File: src/rtl/te_stream_ctrl.sv
`default_nettype none
// ============================================================================
// Module   : te_stream_ctrl
// Function : Transmission-estimation stream sequencer, T = max(T0, 1 - w*min)
// Revision : 1.0 - initial release
// ============================================================================
module te_stream_ctrl #(
   parameter int IMG_W     = 512,
   parameter int IMG_H     = 512,
   parameter int OMEGA_RST = 62259,
   parameter int T0_RST    = 21299
) (
   input  logic        clk,
   input  logic        rst,
   input  logic        cfg_we,
   input  logic [15:0] cfg_omega,
   input  logic [15:0] cfg_t0,
   input  logic        s_valid,
   output logic        s_ready,
   input  logic [15:0] s_data,
   input  logic        s_sof,
   output logic        m_valid,
   input  logic        m_ready,
   output logic [15:0] m_data,
   output logic        m_sof,
   output logic        m_eof,
   output logic        busy,
   output logic        err_sof
);

   localparam int              C_NPIX     = IMG_W * IMG_H;
   localparam int              C_CW       = $clog2(C_NPIX);
   localparam logic [C_CW-1:0] C_LAST_PIX = C_CW'(C_NPIX - 1);
   localparam logic [C_CW-1:0] C_ONE_PIX  = C_CW'(1);
   localparam logic [15:0]     C_OMEGA0   = 16'(OMEGA_RST);
   localparam logic [15:0]     C_T00      = 16'(T0_RST);

   typedef enum logic [0:0] {
      ST_IDLE = 1'b0,
      ST_RUN  = 1'b1
   } state_t;

   state_t            state_q, state_d;
   logic [C_CW-1:0]   pix_q, pix_d;
   logic              err_q, err_d;
   logic [15:0]       omega_pend_q, t0_pend_q, omega_act_q, t0_act_q;
   logic              v1_q, v1_d, sof1_q, sof1_d, eof1_q, eof1_d;
   logic [15:0]       scaled1_q, scaled1_d;
   logic              mv_q, mv_d, msof_q, msof_d, meof_q, meof_d;
   logic [15:0]       md_q, md_d;

   logic              w_en, w_acc, w_sof_acc, w_fwd, w_tag_eof;
   logic [15:0]       w_omega_new, w_t0_new, w_omega_use, w_scaled, w_max_t, w_t;

   assign w_en      = !mv_q || m_ready;
   assign w_acc     = s_valid && w_en;
   assign w_sof_acc = w_acc && s_sof;

   // A coincident cfg write bypasses the pending registers on a frame start.
   assign w_omega_new = cfg_we ? cfg_omega : omega_pend_q;
   assign w_t0_new    = cfg_we ? cfg_t0    : t0_pend_q;
   assign w_omega_use = w_sof_acc ? w_omega_new : omega_act_q;
   assign w_scaled    = 16'(({16'd0, w_omega_use} * {16'd0, s_data}) >> 16);

   // Stage-2 uses the active T0; it can only change when stage 1 is refilled.
   assign w_max_t = 16'hFFFF - t0_act_q;
   assign w_t     = (scaled1_q > w_max_t) ? t0_act_q : (16'hFFFF - scaled1_q);

   always_comb begin
      state_d   = state_q;
      pix_d     = pix_q;
      err_d     = err_q;
      w_fwd     = 1'b0;
      w_tag_eof = 1'b0;
      if (w_acc) begin
         case (state_q)
            ST_IDLE: begin
               if (s_sof) begin
                  w_fwd   = 1'b1;
                  pix_d   = C_ONE_PIX;
                  state_d = ST_RUN;
               end else begin
                  err_d = 1'b1;
               end
            end
            ST_RUN: begin
               w_fwd = 1'b1;
               if (s_sof) begin
                  err_d = 1'b1;
                  pix_d = C_ONE_PIX;
               end else if (pix_q == C_LAST_PIX) begin
                  w_tag_eof = 1'b1;
                  pix_d     = '0;
                  state_d   = ST_IDLE;
               end else begin
                  pix_d = pix_q + C_ONE_PIX;
               end
            end
            default: state_d = ST_IDLE;
         endcase
      end
   end

   always_comb begin
      v1_d      = v1_q;
      sof1_d    = sof1_q;
      eof1_d    = eof1_q;
      scaled1_d = scaled1_q;
      mv_d      = mv_q;
      msof_d    = msof_q;
      meof_d    = meof_q;
      md_d      = md_q;
      if (w_en) begin
         v1_d   = w_acc && w_fwd;
         sof1_d = w_acc && w_fwd && s_sof;
         eof1_d = w_tag_eof;
         if (w_acc && w_fwd) begin
            scaled1_d = w_scaled;
         end
         mv_d   = v1_q;
         msof_d = v1_q && sof1_q;
         meof_d = v1_q && eof1_q;
         if (v1_q) begin
            md_d = w_t;
         end
      end
   end

   always_ff @(posedge clk or posedge rst) begin
      if (rst) begin
         state_q      <= ST_IDLE;
         pix_q        <= '0;
         err_q        <= 1'b0;
         omega_pend_q <= C_OMEGA0;
         t0_pend_q    <= C_T00;
         omega_act_q  <= C_OMEGA0;
         t0_act_q     <= C_T00;
         v1_q         <= 1'b0;
         sof1_q       <= 1'b0;
         eof1_q       <= 1'b0;
         scaled1_q    <= '0;
         mv_q         <= 1'b0;
         msof_q       <= 1'b0;
         meof_q       <= 1'b0;
         md_q         <= '0;
      end else begin
         state_q   <= state_d;
         pix_q     <= pix_d;
         err_q     <= err_d;
         v1_q      <= v1_d;
         sof1_q    <= sof1_d;
         eof1_q    <= eof1_d;
         scaled1_q <= scaled1_d;
         mv_q      <= mv_d;
         msof_q    <= msof_d;
         meof_q    <= meof_d;
         md_q      <= md_d;
         if (cfg_we) begin
            omega_pend_q <= cfg_omega;
            t0_pend_q    <= cfg_t0;
         end
         if (w_sof_acc) begin
            omega_act_q <= w_omega_new;
            t0_act_q    <= w_t0_new;
         end
      end
   end

   assign s_ready = w_en;
   assign m_valid = mv_q;
   assign m_data  = md_q;
   assign m_sof   = msof_q;
   assign m_eof   = meof_q;
   assign err_sof = err_q;
   assign busy    = (state_q == ST_RUN) || v1_q || mv_q;

endmodule
`default_nettype wire

File: config.mk
export PLATFORM = sky130hd
export DESIGN_NAME = te_stream_ctrl
export DESIGN_NICKNAME = d
export VERILOG_FILES = /design/src/rtl/te_stream_ctrl.sv
export SDC_FILE = /design/constraint.sdc
export NUM_CORES = 1
export LEC_CHECK = 0
export CAP_MARGIN = 20
export CORE_MARGIN = 3
export CORE_UTILIZATION = 60
export DETAILED_ROUTE_END_ITERATION = 10
export HOLD_SLACK_MARGIN = 0.05
export PLACE_DENSITY = 0.82
export SLEW_MARGIN = 25
export SYNTH_ARGS = -nofsm -noshare
export SYNTH_HDL_FRONTEND = slang
export SYNTH_SLANG_ARGS = --single-unit
File: constraint.sdc
create_clock -name clk -period 11.8 [get_ports clk]
set_clock_uncertainty 0.05 [all_clocks]
set_input_delay 1.77 -clock clk [delete_from_list [all_inputs] [get_ports clk]]
set_output_delay 1.77 -clock clk [all_outputs]
set_load 0.03 [all_outputs]
==> flow_summary.json <==
{
  "rsz0062_at_grt": "no",
  "clk_latency_ns": 0.42,
  "maxCapViolCount": 0,
  "layout_overhead_on_the_synthesized_area_pct": 11.2,
  "filler_free_cell_count_of_the_finished_design": 1753,
  "routabilityCongestion": 0.928,
  "die_outline_area_um2": 24100,
  "placed_cells": 1721,
  "post-route-cell-area_um2": 14900,
  "worst-r2r-cell-count": 24,
  "reg2reg_slack_ns": 4.02,
  "final_period_minus_worst_setup_slack_ns": 9.52,
  "nets": 1826,
  "synthesis.nets": 1784,
  "whs_path_depth": 2,
  "final_antenna_net_count": 0,
  "chipWidth_um": 155,
  "drt-vias-per-instance": 5.65,
  "floorplan.rows": 54,
  "synth_seq_area_share_pct": 23.1,
  "diodes_inserted": 0,
  "outcome": "finished clean",
  "synth.largest_area_cell": "fa_1",
  "setup.worst_path.end_class": "flop",
  "slew-limit-headroom_pct": 40.0,
  "postCtsSetupRepairBufs": 0,
  "ys_dominant_reg_cell": "dfrtp_1",
  "port-buffer-count": 75,
  "synthesis.yosys.warnings": 0,
  "grt_antenna_before_repair": 0,
  "crit_path_largest_cell_delay_ns": 0.94,
  "clock_tree.buffer_depth": 2,
  "grt_first_pass_wirelength_mm": 52.4,
  "worst_hold_path_type": "flop to flop",
  "synth-edff-count": 0,
  "layout-drive-gt1-share_pct": 7.74,
  "initialDrtViolationCount": 613,
  "floorplan.core_area_um2": 21900,
  "path_clk_slew_ns": 0.06,
  "dp_hpwl_mm": 22.8,
  "grt_overflow_total": 0,
  "tritoncts": "done",
  "critical_path.max_fanout": 19,
  "ys_seq_elements": 122,
  "placed_cell_area_um2": 14300,
  "slowest_cell_on_crit_path": "clkdlybuf4s50_1",
  "cts.repair.resized": 0,
  "setup_violations": 0,
  "cts-buffers-inserted": 17,
  "timing.critical_path.required_ns": 12.05,
  "final_slew_viol_count": 0,
  "final.setup.tns_ns": 0,
  "synth_area_leaders": "fa_1, dfrtp_1, ha_1, nand2_1, dfstp_2",
  "reg2reg_to": "scaled1_q[14]$_DFFE_PP0P_",
  "floorplan.initialDensity_pct": 61.1,
  "ioPinCount": 76,
  "period_share_pct": 80.7,
  "critical_path_arrival_ns": 9.77,
  "holdCritStartpoint": "t0_act_q[12]$_DFFE_PP1N_",
  "syn-mean-instance-area_um2": 9.44,
  "cts-htree-levels": 4,
  "pre_antenna_drt_iters": 8,
  "crit_path_frequent_cell": "fa_1",
  "mappedNetlistArea_um2": 13400,
  "dr_total_vias": 9899,
  "post-synth-top-area-fraction_pct": 28.9,
  "grt_start_max_net_pins": 83,
  "clockRootBuffer": "clkbuf_16",
  "r2r_startpoint": "m_valid$_DFFE_PP0N_",
  "drc_errors": 0,
  "cts_hold_buf": 0,
  "cts.sink_count": 122,
  "crit_type": "input port to flop",
  "critical_path.startpoint_type": "input port",
  "grt_pass1_vias": 10700,
  "worst_pin_slew_ns": 0.898,
  "synthesis.instances": 1418,
  "worstHoldEndpoint": "t0_act_q[12]$_DFFE_PP1N_",
  "route.final.wire_length_mm": 31.1,
  "route.detailed.wl_per_inst_um": 17.7,
  "maxClockFrequency_mhz": 105,
  "die_h_um": 155,
  "grt_use_total_pct": 26.9,
  "total_count_of_hold_check_failures_in_the_final_report": 0,
  "post_synth_num_cell_types": 52,
  "async_flop_share_pct": 100
}
## final cells by class
type	instances	area (um2)
multi-input cells	993	9130
fillers	1628	7010
flip-flops and latches	122	3100
inverters	248	946
repair buffers	78	777
clock buffers	18	439
well taps	280	350
clock inverters	14	138
## through the flow
stage | setup WS, ns | hold slack (ns) | utilization, %
after floorplan | 3.68 | 0.399 | -
after global placement | 2.16 | 0.399 | 65.3
after detailed placement | 1.99 | 0.413 | 65.3
after CTS | 2.32 | 0.425 | 67.9
after global routing | 1.91 | 0.449 | 68.0
final | 2.28 | 0.425 | 68.0
## critical path: cells and delay by family
family                   cells  cell delay (ns)
AO/OA/AOI/OAI                5             0.89
adder cells (fa/ha/maj)      7             3.35
buffers and inverters        6             1.55
multiplexers                 1             0.39
AND/OR/NAND/NOR              7             1.81
## synth_stat cells, drive strengths merged (9+ instances only)
cell / count
nand2: 288
nand4: 13
and2: 117
ha: 119
a21o: 14
xor2: 17
buf: 9
nor2: 31
xnor2: 9
nand3: 16
mux2: 32
inv: 247
o21ai: 43
dfrtp: 86
dfstp: 36
fa: 193
a21oi: 24
clkbuf: 46
mux2i: 16
## state kept, by name, indices dropped and copies added (netlist names)
register      flops
sof1_q            1
m_data           16
omega_pend_q     16
err_sof           1
m_sof             1
m_eof             1
eof1_q            1
m_valid           1
state_q           1
scaled1_q        16
pix_q            18
omega_act_q      16
t0_act_q         16
v1_q              1
t0_pend_q        16
## cell families after synthesis
logic type	Yosys count	share of synthesized area [%]
simple gates	499	17.6
xor+xnor	26	1.70
flops	122	23.1
mux	48	3.89
buf+inv	303	8.69
fa+ha+maj	312	40.0
compound gates	108	5.01
## layer usage
layer | global-route usage [%] | vias to the layer above | routed length (um) | part of all wire [%]
met5 | 0 | - | 0 | 0
met4 | 8.13 | 0 | 692 | 2.2
met3 | 5.34 | 66 | 2070 | 6.7
met2 | 45.6 | 365 | 15500 | 50
met1 | 35.2 | 5003 | 12800 | 41
li1 | - | 4465 | - | -
## how the worst max path moves through the flow
stage | startpoint | to | depth (start not counted)
floorplan | cfg_we | scaled1_q[12]$_DFFE_PP0P_ | 27
detailed placement | cfg_we | scaled1_q[12]$_DFFE_PP0P_ | 26
global route | cfg_we | scaled1_q[14]$_DFFE_PP0P_ | 26
CTS | cfg_we | scaled1_q[14]$_DFFE_PP0P_ | 26
finish | cfg_we | scaled1_q[14]$_DFFE_PP0P_ | 26
global placement | cfg_we | scaled1_q[12]$_DFFE_PP0P_ | 26
## layout by cell type, fill, tap and decap left out, types with 3 or more instances in the layout
cell type,instances
dfstp_2,36
nand3_1,15
o211ai_1,4
inv_1,246
nor2_1,29
a31oi_1,5
or3_1,3
clkinvlp_4,3
or4_1,3
a21oi_1,24
clkbuf_16,17
nand2_1,288
and3_1,3
a211oi_1,6
xor2_1,17
xnor2_1,9
and2_1,117
o21ai_0,42
clkdlybuf4s50_1,75
ha_1,119
fa_1,193
a21o_1,14
dfrtp_1,86
nor3_1,6
and4_1,4
inv_6,4
mux2_2,32
nand2b_1,3
mux2i_1,16
nand4_1,13
Power is not shown: default switching activity piles up to over one toggle a cycle in this logic, so the estimate is an artifact.
